--- config.mk ---
export PLATFORM = sky130hd
export DESIGN_NAME = seg7_scan_driver
export DESIGN_NICKNAME = d
export VERILOG_FILES = /design/src/rtl/seg7_scan_driver.sv
export SDC_FILE = /design/constraint.sdc
export NUM_CORES = 1
export LEC_CHECK = 0
export ABC_AREA = 1
export BUFFER_PORTS_ARGS = -buffer_cell sky130_fd_sc_hd__buf_2
export CORE_ASPECT_RATIO = 0.9
export CORE_UTILIZATION = 30
export DETAILED_ROUTE_END_ITERATION = 16
export SLEW_MARGIN = 5
export SYNTH_ARGS = -nofsm -noshare
export SYNTH_HDL_FRONTEND = slang
export SYNTH_SLANG_ARGS = --single-unit
--- constraint.sdc ---
create_clock -name FPGA_CLK -period 2.9 [get_ports FPGA_CLK]
set_clock_uncertainty 0.1 [all_clocks]
set_input_delay 0.58 -clock FPGA_CLK [delete_from_list [all_inputs] [get_ports FPGA_CLK]]
set_output_delay 0.58 -clock FPGA_CLK [all_outputs]
set_load 0.03 [all_outputs]
--- src/rtl/seg7_scan_driver.sv ---
// Scans a 16-bit hex value across a multiplexed 4-digit 7-segment display, one digit per slot,
// with a dark guard at each slot start; pins are registered (1-cycle latency), loads are committed at frame end.
module seg7_scan_driver #(
    parameter int DIG_TICKS   = 50000,
    parameter int BLANK_TICKS = 500
) (
    input  logic        FPGA_CLK,
    input  logic        RESET,
    input  logic [15:0] value,
    input  logic [3:0]  dp,
    input  logic        load,
    input  logic        lz_blank,
    input  logic        enable,
    output logic [3:0]  DIG,
    output logic [7:0]  SEG,
    output logic        frame_tick
);

    localparam int CW = (DIG_TICKS > 2) ? $clog2(DIG_TICKS) : 1;
    localparam logic [CW-1:0] LAST_CNT  = CW'(DIG_TICKS - 1);
    localparam logic [CW-1:0] GUARD_END = CW'(BLANK_TICKS);

    logic [CW-1:0] r_cnt;
    logic [1:0]    r_idx;
    logic [15:0]   r_pend_val;
    logic [3:0]    r_pend_dp;
    logic [15:0]   r_act_val;
    logic [3:0]    r_act_dp;

    logic          w_last_slot;
    logic          w_frame_end;
    logic [3:0]    w_nib;
    logic          w_lead_zero;
    logic [3:0]    w_dig_nxt;
    logic [7:0]    w_seg_nxt;

    function automatic logic [6:0] hex_font(input logic [3:0] n);
        case (n)
            4'h0: hex_font = 7'b1000000;
            4'h1: hex_font = 7'b1111001;
            4'h2: hex_font = 7'b0100100;
            4'h3: hex_font = 7'b0110000;
            4'h4: hex_font = 7'b0011001;
            4'h5: hex_font = 7'b0010010;
            4'h6: hex_font = 7'b0000010;
            4'h7: hex_font = 7'b1111000;
            4'h8: hex_font = 7'b0000000;
            4'h9: hex_font = 7'b0010000;
            4'hA: hex_font = 7'b0001000;
            4'hB: hex_font = 7'b0000011;
            4'hC: hex_font = 7'b1000110;
            4'hD: hex_font = 7'b0100001;
            4'hE: hex_font = 7'b0000110;
            default: hex_font = 7'b0001110;
        endcase
    endfunction

    assign w_last_slot = (r_cnt == LAST_CNT);
    assign w_frame_end = w_last_slot && (r_idx == 2'd3);

    // Digit 0 is the leftmost, i.e. the most significant nibble.
    always_comb begin
        w_nib       = r_act_val[3:0];
        w_lead_zero = 1'b0;
        case (r_idx)
            2'd0: begin
                w_nib       = r_act_val[15:12];
                w_lead_zero = (r_act_val[15:12] == 4'h0);
            end
            2'd1: begin
                w_nib       = r_act_val[11:8];
                w_lead_zero = (r_act_val[15:8] == 8'h00);
            end
            2'd2: begin
                w_nib       = r_act_val[7:4];
                w_lead_zero = (r_act_val[15:4] == 12'h000);
            end
            default: begin
                w_nib       = r_act_val[3:0];
                w_lead_zero = 1'b0;
            end
        endcase
    end

    always_comb begin
        w_dig_nxt = 4'b1111;
        w_seg_nxt = 8'hFF;
        if (enable && (r_cnt >= GUARD_END)) begin
            w_dig_nxt      = ~(4'b0001 << r_idx);
            w_seg_nxt[7]   = ~r_act_dp[r_idx];
            w_seg_nxt[6:0] = (lz_blank && w_lead_zero) ? 7'h7F : hex_font(w_nib);
        end
    end

    always_ff @(posedge FPGA_CLK or posedge RESET) begin
        if (RESET) begin
            r_cnt      <= '0;
            r_idx      <= 2'd0;
            r_pend_val <= 16'h0000;
            r_pend_dp  <= 4'h0;
            r_act_val  <= 16'h0000;
            r_act_dp   <= 4'h0;
            DIG        <= 4'b1111;
            SEG        <= 8'hFF;
            frame_tick <= 1'b0;
        end else begin
            r_cnt      <= w_last_slot ? '0 : r_cnt + 1'b1;
            if (w_last_slot) begin
                r_idx <= r_idx + 2'd1;
            end
            if (load) begin
                r_pend_val <= value;
                r_pend_dp  <= dp;
            end
            // A load landing on the boundary bypasses pending so it is not lost for a frame.
            if (w_frame_end) begin
                r_act_val <= load ? value : r_pend_val;
                r_act_dp  <= load ? dp    : r_pend_dp;
            end
            DIG        <= w_dig_nxt;
            SEG        <= w_seg_nxt;
            frame_tick <= w_frame_end;
        end
    end

endmodule

Yosys cells after proc, flatten, opt, wreduce, memory -nomap -nowiden
Memory sizes are Yosys's and may differ from the RTL's.
Cells that the tools add are included.
Widths: inputs -> output; s select.

storage, ports and cells
  memory bits (read-only) = 112
  memories = 1
  output and inout bits = 13
  flip-flop bits (word level) = 71
  bits of input ports = 25

cells by class
  shifts and indexed selects = 1
  order comparisons = 2
  equal/unequal tests = 4
  muxes and demuxes = 10
  bitwise logic cells = 2
  reductions and logical operators = 7
  add/subtract/negate cells = 2

memory list
  name             depth  bits a word  read ports  clocked after Yosys merged registers in  write ports  line  RTL
  (no name shown)  16     7            1           0                                        0            38    case (n)

operators with widths
  kind                   number
  $mux 16                2
  $add 16x1->16 const B  1
  $eq 16x16->1 const B   1
  $ge 16x9->1 const B    1
  $logic_not 12->1       1
  $pmux 4 s3             1
  $logic_not 8->1        1
  $mux 4                 2
  $mux 8                 1
  $mux 7                 1
  $eq 2x2->1 const B     2
  $logic_not 4->1        1
  $not 4->4              1
  $shl 1x2->4 const A    1
  $logic_and 1x1->1      3
  $lt 2x3->1 const B     1
  $pmux 1 s3             1
  $add 2x1->2 const B    1
  $bmux 1 s2             1
  $eq 2x1->1 const B     1
  $logic_not 2->1        1
  $mux 1                 1
  $not 1->1              1

Logic depth before layout (Yosys ltp)
Gate-level depths: netlist of run 1.

  word-level depth = 5
  mapped depth = 13
  mapped depth without buffers = 13

Least setup slack after synthesis of run 1
Ideal clock, no wire load.

  path kind = register to register
  start = register r_idx[0]
  end = register SEG[5]
  path buffers = 0
  period minus slack after synthesis = 2.164 ns
  arrival = 1.986 ns
  setup slack = 0.736 ns
  data required time = 2.722 ns
  library setup time = 0.078 ns
  stages on the path, launching flop included = 12
  cell sequence = dfrtp_1 inv_1 ha_1 nand2_1 nand2_1 o21ai_0 inv_1 ha_1 nand3_1 nand2_1 a21oi_1 nand2_1

on the way
  word-level cells in the longest chain between the ends = 5
  elaborated cells between the ends (all ways) = 9
  those cells by class = eq/ne (2); mux (4); reduce/logical (2); memory (1)

RTL lines
  item                                                      line  RTL
  from (decl)                                               24    logic [1:0] r_idx;
  from (signal assigned)                                    109   r_idx <= r_idx + 2'd1;
  $eq 2x2->1 (tied with other cells)                        65    case (r_idx)
  $pmux 4 s3 / $pmux 1 s3 (equally long branches)           65
  $mem_v2 16x7 / $logic_and 1x1->1 (equally long branches)  --
  $mux 7 *                                                  91    w_seg_nxt[6:0] = (lz_blank && w_lead_zero) ? 7'h7F : hex_font(w_nib);
  $mux 8 *                                                  88    if (enable && (r_cnt >= GUARD_END)) begin
  net w_seg_nxt[5]                                          35    logic [7:0] w_seg_nxt;
  to (signal assigned)                                      121   SEG <= w_seg_nxt;
  to (decl)                                                 15    output logic [7:0] SEG,

Mark *: on every way through the listed nets, which the timed path passes. The rest lies on a longest branch.
A chain may end at the register's enable or synchronous reset.

Worst setup path in the final report of run 1
Ends and elaborated chain as after synthesis.

==> summary.txt, run 1 <==
Status
  • Outcome: finished clean

Logic synthesis
  • Post-synthesis mux area share: 0
  • Yosys top cell by area: dfrtp_1
  • Post-synthesis sequential area ratio: 0.519
  • Synth Instances: ~440
  • Ranking of synthesized cells by area: dfrtp_1 43%, nand2_1 22%, dfstp_2 9.1%
  • XOR/XNOR Fraction of Synth Area: 0.0102
  • Mapped Area: 3450 µm²
  • Ys Warns: 0
  • Simple-gate share of the synthesized area: 0.328
  • Syn Nets: approximately 470
  • Register bit total from synthesis: 71
  • Adder-cell share of the synthesized area: 0.0435
  • Synth top area share: 0.428
  • Largest family of logic cells by synthesized area: simple AND/OR/NAND/NOR gates
  • Compound-Gate Fraction of Synth Area: 0.0413
  • Post-synth cell types: 32
  • Mean area per synthesized cell: ~7.9 µm²

Timing
  • Post-route clock period utilization: 0.898
  • Actual slew at the worst max-slew pin: between 0.7 and 0.8 ns
  • RSZ-0062 raised after global routing: no
  • Hold Fails Final Rpt: 0
  • Final number of setup-violating endpoints: 0
  • Max Slew Vio Count: 0
  • Setup tns final: 0 ns
  • Peak Freq: approximately 380 MHz
  • Rel. slew slack: 0.504
  • Min cycle time layout: 2.61 ns

Global routing
  • Vias in the first global route: about 2700
  • Global route overflow: 0
  • First-pass GRT wire length: around 13000 µm
  • Largest net degree at the start of global routing: 37
  • Global Route Usage Sum: 0.138
  • Initial antenna violation count: 0

Critical path
  • CP Class: flip-flop to flip-flop
  • Worst Path Max Fanout: 7
  • Arrival @ worst endpoint: ~2.8 ns
  • Worst setup EP type: flip-flop
  • Startpoint Class: flip-flop
  • Critical Path RT: a little over 3 ns

Place
  • Number of port buffers: 37
  • HPWL Detailed: approximately 5300 µm
  • Placer congestion estimate: about 0.86
  • Area after DPL: between 3000 and 4000 µm²

CTS
  • TritonCTS buffer count: 9
  • CTS Buffer Depth: 2
  • Clk_lat worst skew: ~0.34 ns
  • Post-CTS Setup Inserts: 0
  • Resized Gates After CTS: 0
  • H-tree depth: 3
  • Clk root buf: clkbuf_16
  • CTS tree: built
  • Clk pin slew, worst setup/hold paths: 0.06 ns
  • CTS Hold Bufs: 0
  • Clock sink count: 71

Drt
  • Average wire per standard cell: roughly 12 µm
  • DR vias/cell: between 4 and 5
  • Number of remaining DRC errors: 0
  • ANT nets after route: 0
  • Final WL: 7400 µm
  • DRT Pass-1 Iters: 4
  • Initial DRC count: approximately 130
  • Vias: between 2000 and 3000

Finish
  • Share of cells above drive strength 1: 0.168
  • Most frequent cells in the layout: 200 x nand2_1, 59 x dfrtp_1, 40 x nor2_1
  • Nets: ~500
  • Diodes inserted: 0
  • Area Growth Syn to Fin: 19.8%
  • Fin area: 4140 µm²
  • Leading cell type in the layout, fill and taps excluded: nand2_1
  • Post-layout util: 0.376
  • Fill cells: about 1200

Die
  • Die boundary width: about 120 µm
  • Starting density of the core: 0.314
  • Core region area: roughly 11000 µm²
  • Row cnt: 36
  • Ports: 38
  • DIE AREA: approximately 12000 µm²
  • Die Span Y: just over 100 µm

Power and ir drop
  • Overall power: approximately 0.0024 W
  • Leakage power: just over 2 nW
  • VDD IR max: roughly 260 µV
  • Clk pwr share: 0.538
  • Flop pwr share: 0.429
  • Int Pwr: around 0.0019 W
  • Net Sw Frac: 0.202
  • Power share of the combinational group: 0.033
  • Pwr dens: just under 600 nW/µm²
  • Sw power: a little under 0.0005 W

Run
  • Maxcap violations: 0

Hold path
  • Hold WC Path Type: input port to async pin
-- per-layer routing --
layer,GRT usage,vias to the layer above,routed length (µm),part of all wire
li1,-,1426,-,-
met1,0.179,1300,3580,0.48
met2,0.213,53,3390,0.46
met3,0.0509,9,335,0.045
met4,0.0408,0,95,0.013
met5,0,-,0,0
-- synth_stat cells (all sizes together) --
cell / n
a21boi: 1
o22ai: 1
xor2: 4
buf: 6
and2: 1
dfstp: 12
a31oi: 1
nor2: 43
a21oi: 7
dfrtp: 59
o21ai: 10
nand3b: 1
or2: 2
nand2: 203
inv: 37
clkbuf: 4
o21a: 1
nand4: 2
o21bai: 2
ha: 12
nor3: 7
nand3: 21
-- cell type report --
cell class | instances | area [µm²] | area share
timing repair buffer | 40 | 208 | 0.0502
sequential | 71 | 1790 | 0.433
tap | 152 | 190 | 0.0460
inverter | 37 | 139 | 0.0336
clock buffer | 10 | 239 | 0.0578
clock inverter | 6 | 108 | 0.0260
multi-input combinational | 319 | 1460 | 0.353
-- flip-flops by register name, indices dropped and copies added (netlist names) --
name / cells
SEG: 8
r_pend_dp: 4
frame_tick: 1
r_cnt: 16
r_act_dp: 4
r_act_val: 16
DIG: 4
r_pend_val: 16
r_idx: 2
-- worst max-delay path, stage by stage (launching register included) --
cell and delay [ns]:
dfrtp_1 0.44, inv_1 0.14, ha_1 0.30, nand2_1 0.09, nand2_1 0.04, o21ai_0 0.58, inv_1 0.17, ha_1 0.27
nand3_1 0.13, nand2_1 0.07, a21oi_1 0.13, nand2_1 0.07
-- worst paths after layout --
kind                                                from                        to  slack (ns)  depth (start not counted)
worst max-delay path                r_idx[0]$_DFFE_PP0N_          SEG[5]$_DFF_PP1_        0.29                         11
max in group asynchronous                          RESET          SEG[7]$_DFF_PP1_        1.62                          3
worst min register to register  r_pend_val[10]$_DFF_PP0_  r_pend_val[10]$_DFF_PP0_        0.37                          2
worst min-delay path                               RESET   r_pend_val[6]$_DFF_PP0_        0.27                          2
worst max register to register      r_idx[0]$_DFFE_PP0N_          SEG[5]$_DFF_PP1_        0.29                         11
min in group FPGA_CLK           r_pend_val[10]$_DFF_PP0_  r_pend_val[10]$_DFF_PP0_        0.37                          2
-- kinds of logic (layout without fill, tap and decap cells) --
family	after synthesis	count (layout)
and+or+nand+nor	280	280
DFF	71	71
buffers and inverters	47	93
AOI/OAI and AO/OA	23	23
adders and majority gates	12	12
xor gates and xnor gates	4	4
-- metrics by stage --
step | cells | hold slack, ns | setup slack, ns
after CTS | 635 | 0.291 | 0.341
final | 635 | 0.273 | 0.295
after global placement | 619 | 0.356 | 0.536
after global routing | 635 | 0.343 | 0.0365
after detailed placement | 619 | 0.356 | 0.343
after floorplan | 437 | 0.338 | 0.443
-- power groups by stage --
stage / logic (W) / registers, W / clock network [W]
final: 0.0000787 / 0.00102 / 0.00128
after global routing: 0.0000935 / 0.00102 / 0.00136
after CTS: 0.0000832 / 0.00102 / 0.00131
after detailed placement: 0.0000830 / 0.00104 / 0
after global placement: 0.0000800 / 0.00104 / 0
after floorplan: 0.0000477 / 0.00104 / 0
(Power assumes the default switching activity.)
==> run 2, diff against run 1 <==
MAX_ROUTING_LAYER = met4   (was not set)
==> run 2 against run 1 <==
Final cell count unchanged. Core utilization stayed put. Register-to-register slack about the same. Largest power group unchanged.
==> summary.txt, run 2 (synthesized netlist as in run 1, its figures left out) <==
Timing
  • Max Slew Vio Count: 0 (unchanged)
  • Hold Fails Final Rpt: 0 (unchanged)
  • RSZ-0062 raised after global routing: no (unchanged)
  • Rel. slew slack: 0.501 (was 0.504)
  • Post-route clock period utilization: 0.894 (was 0.898)
  • Setup tns final: 0 ns (unchanged)
  • Actual slew at the worst max-slew pin: 0.748 ns (was 0.743 ns)
  • Peak Freq: 386 MHz (was 384 MHz)
  • Final number of setup-violating endpoints: 0 (unchanged)
  • Min cycle time layout: 2.59 ns (was 2.61 ns)

Critical path
  • R2R Path End: SEG[5]$_DFF_PP1_ (unchanged)
  • CP Class: flip-flop to flip-flop (unchanged)
  • Worst setup EP type: flip-flop (unchanged)
  • Worst Path Max Fanout: 7 (unchanged)
  • Reg2reg start: r_idx[0]$_DFFE_PP0N_ (unchanged)
  • Arrival @ worst endpoint: 2.75 ns (was 2.77 ns)
  • R2r setup slk: 0.31 ns (was 0.29 ns)
  • FF-to-FF path depth: 11 (unchanged)
  • Startpoint Class: flip-flop (unchanged)
  • Critical Path RT: 3.06 ns (about the same)

Power and ir drop
  • VDD IR max: 257 µV (about the same)
  • Clk pwr share: 0.536 (was 0.538)
  • Int Pwr: 0.00190 W (about the same)
  • Pwr dens: 575 nW/µm² (was 576 nW/µm²)
  • Flop pwr share: 0.430 (was 0.429)
  • Power share of the combinational group: 0.033 (about the same)
  • Overall power: 0.00238 W (about the same)
  • Leakage power: 2.07 nW (unchanged)
  • Sw power: 0.000475 W (was 0.000481 W)
  • Net Sw Frac: 0.200 (was 0.202)

Finish
  • Leading cell type in the layout, fill and taps excluded: nand2_1 (unchanged)
  • Diodes inserted: 0 (unchanged)
  • Nets: 515 (unchanged)
  • Area Growth Syn to Fin: 19.8% (unchanged)
  • Register area: 1790 µm² (unchanged)
  • Top Registers: r_act_val (16), r_cnt (16), r_pend_val (16) (unchanged)
  • Footprint of the multi-input gates: 1460 µm² (unchanged)
  • Most frequent cells in the layout: 200 x nand2_1, 59 x dfrtp_1, 40 x nor2_1 (unchanged)
  • Share of cells above drive strength 1: 0.168 (unchanged)
  • Fill cells: 1166 (unchanged)
  • Post-layout util: 0.376 (unchanged)

Global routing
  • First-pass GRT wire length: 12800 µm (about the same)
  • Largest net degree at the start of global routing: 37 (unchanged)
  • Global route overflow: 0 (unchanged)
  • Vias in the first global route: 2691 (unchanged)
  • Initial antenna violation count: 0 (unchanged)
  • Global Route Usage Sum: 0.142 (was 0.138)

Die
  • Core region area: 11000 µm² (unchanged)
  • Die boundary width: 115 µm (unchanged)
  • Row cnt: 36 (unchanged)
  • Ports: 38 (unchanged)
  • Starting density of the core: 0.314 (unchanged)
  • DIE AREA: 11900 µm² (unchanged)
  • Die Span Y: 104 µm (unchanged)

CTS
  • Clk pin slew, worst setup/hold paths: 0.06 ns (about the same)
  • Post-CTS Setup Inserts: 0 (unchanged)
  • CTS tree: built (unchanged)
  • CTS Buffer Depth: 2 (unchanged)
  • Resized Gates After CTS: 0 (unchanged)
  • Clk_lat worst skew: 0.33 ns (was 0.34 ns)
  • TritonCTS buffer count: 9 (unchanged)
  • Clk root buf: clkbuf_16 (unchanged)
  • CTS Hold Bufs: 0 (unchanged)
  • Clock sink count: 71 (unchanged)
  • H-tree depth: 3 (unchanged)

Drt
  • Number of remaining DRC errors: 0 (unchanged)
  • DR vias/cell: 4.37 (was 4.39)
  • Initial DRC count: 129 (unchanged)
  • Final WL: 7370 µm (was 7400 µm)
  • Vias: 2778 (was 2788)
  • Average wire per standard cell: 11.6 µm (about the same)
  • DRT Pass-1 Iters: 4 (unchanged)
  • ANT nets after route: 0 (unchanged)

Place
  • Number of port buffers: 37 (unchanged)
  • Placer congestion estimate: 0.874 (was 0.860)
  • HPWL Detailed: 5320 µm (unchanged)

Status
  • Outcome: finished clean (unchanged)

Hold path
  • Hold WC Path Type: input port to async pin (unchanged)

Run
  • Maxcap violations: 0 (unchanged)
run 2: cell counts in the layout (fill, tap and decap cells not counted):
No cell type changed its count.
run 2: layout make-up:
class	count	share of cell area
Clock buffer	10	0.0578
Clock inverter	6	0.0260
Multi-Input combinational cell	319	0.353
Inverter	37	0.0336
Timing Repair Buffer	40	0.0502
Tap cell	152	0.0460
Sequential cell	71	0.433
run 2: worst max path at each step:
stage	start	to	slack (ns)	cells after the start
floorplan	RESET	frame_tick$_DFF_PP0_	0.44	1
global placement	r_idx[0]$_DFFE_PP0N_	SEG[5]$_DFF_PP1_	0.54	11
detailed placement	r_idx[0]$_DFFE_PP0N_	SEG[5]$_DFF_PP1_	0.34	11
CTS	r_idx[0]$_DFFE_PP0N_	SEG[5]$_DFF_PP1_	0.34	11
global route	r_idx[0]$_DFFE_PP0N_	SEG[5]$_DFF_PP1_	0.04	11
finish	r_idx[0]$_DFFE_PP0N_	SEG[5]$_DFF_PP1_	0.31	11
run 2: critical path, stage by stage (launching register included):
cell and delay, ns:
dfrtp_1 0.45, inv_1 0.14, ha_1 0.30, nand2_1 0.09, nand2_1 0.04, o21ai_0 0.57
inv_1 0.17, ha_1 0.27, nand3_1 0.13, nand2_1 0.07, a21oi_1 0.13, nand2_1 0.07
run 2: through the flow:
stage	hold slack, ns	std cells	area [µm²]	worst slack, ns
2_1_floorplan	0.338	437	3450	0.443
3_3_place_gp	0.356	619	3790	0.536
3_5_place_dp	0.356	619	3790	0.343
4_1_cts	0.291	635	4140	0.341
5_1_grt	0.344	635	4140	0.0365
6_report	0.280	635	4140	0.308
run 2: power groups by stage:
| stage | logic [W] | registers [W] | clock network [W] |
|---|---|---|---|
| after detailed placement | 0.0000830 | 0.00104 | 0 |
| after global routing | 0.0000935 | 0.00102 | 0.00136 |
| after CTS | 0.0000832 | 0.00102 | 0.00131 |
| after global placement | 0.0000800 | 0.00104 | 0 |
| after floorplan | 0.0000477 | 0.00104 | 0 |
| final | 0.0000789 | 0.00102 | 0.00127 |
run 2: routing by layer:
layer  GRT usage  up-vias  wire (µm)  share of wire
met2       0.213       47       3420           0.46
met5           -        -          0              0
met4      0.0464        0         68         0.0092
met3      0.0462        7        246          0.033
met1       0.179     1297       3640           0.49
li1            -     1427          -              -
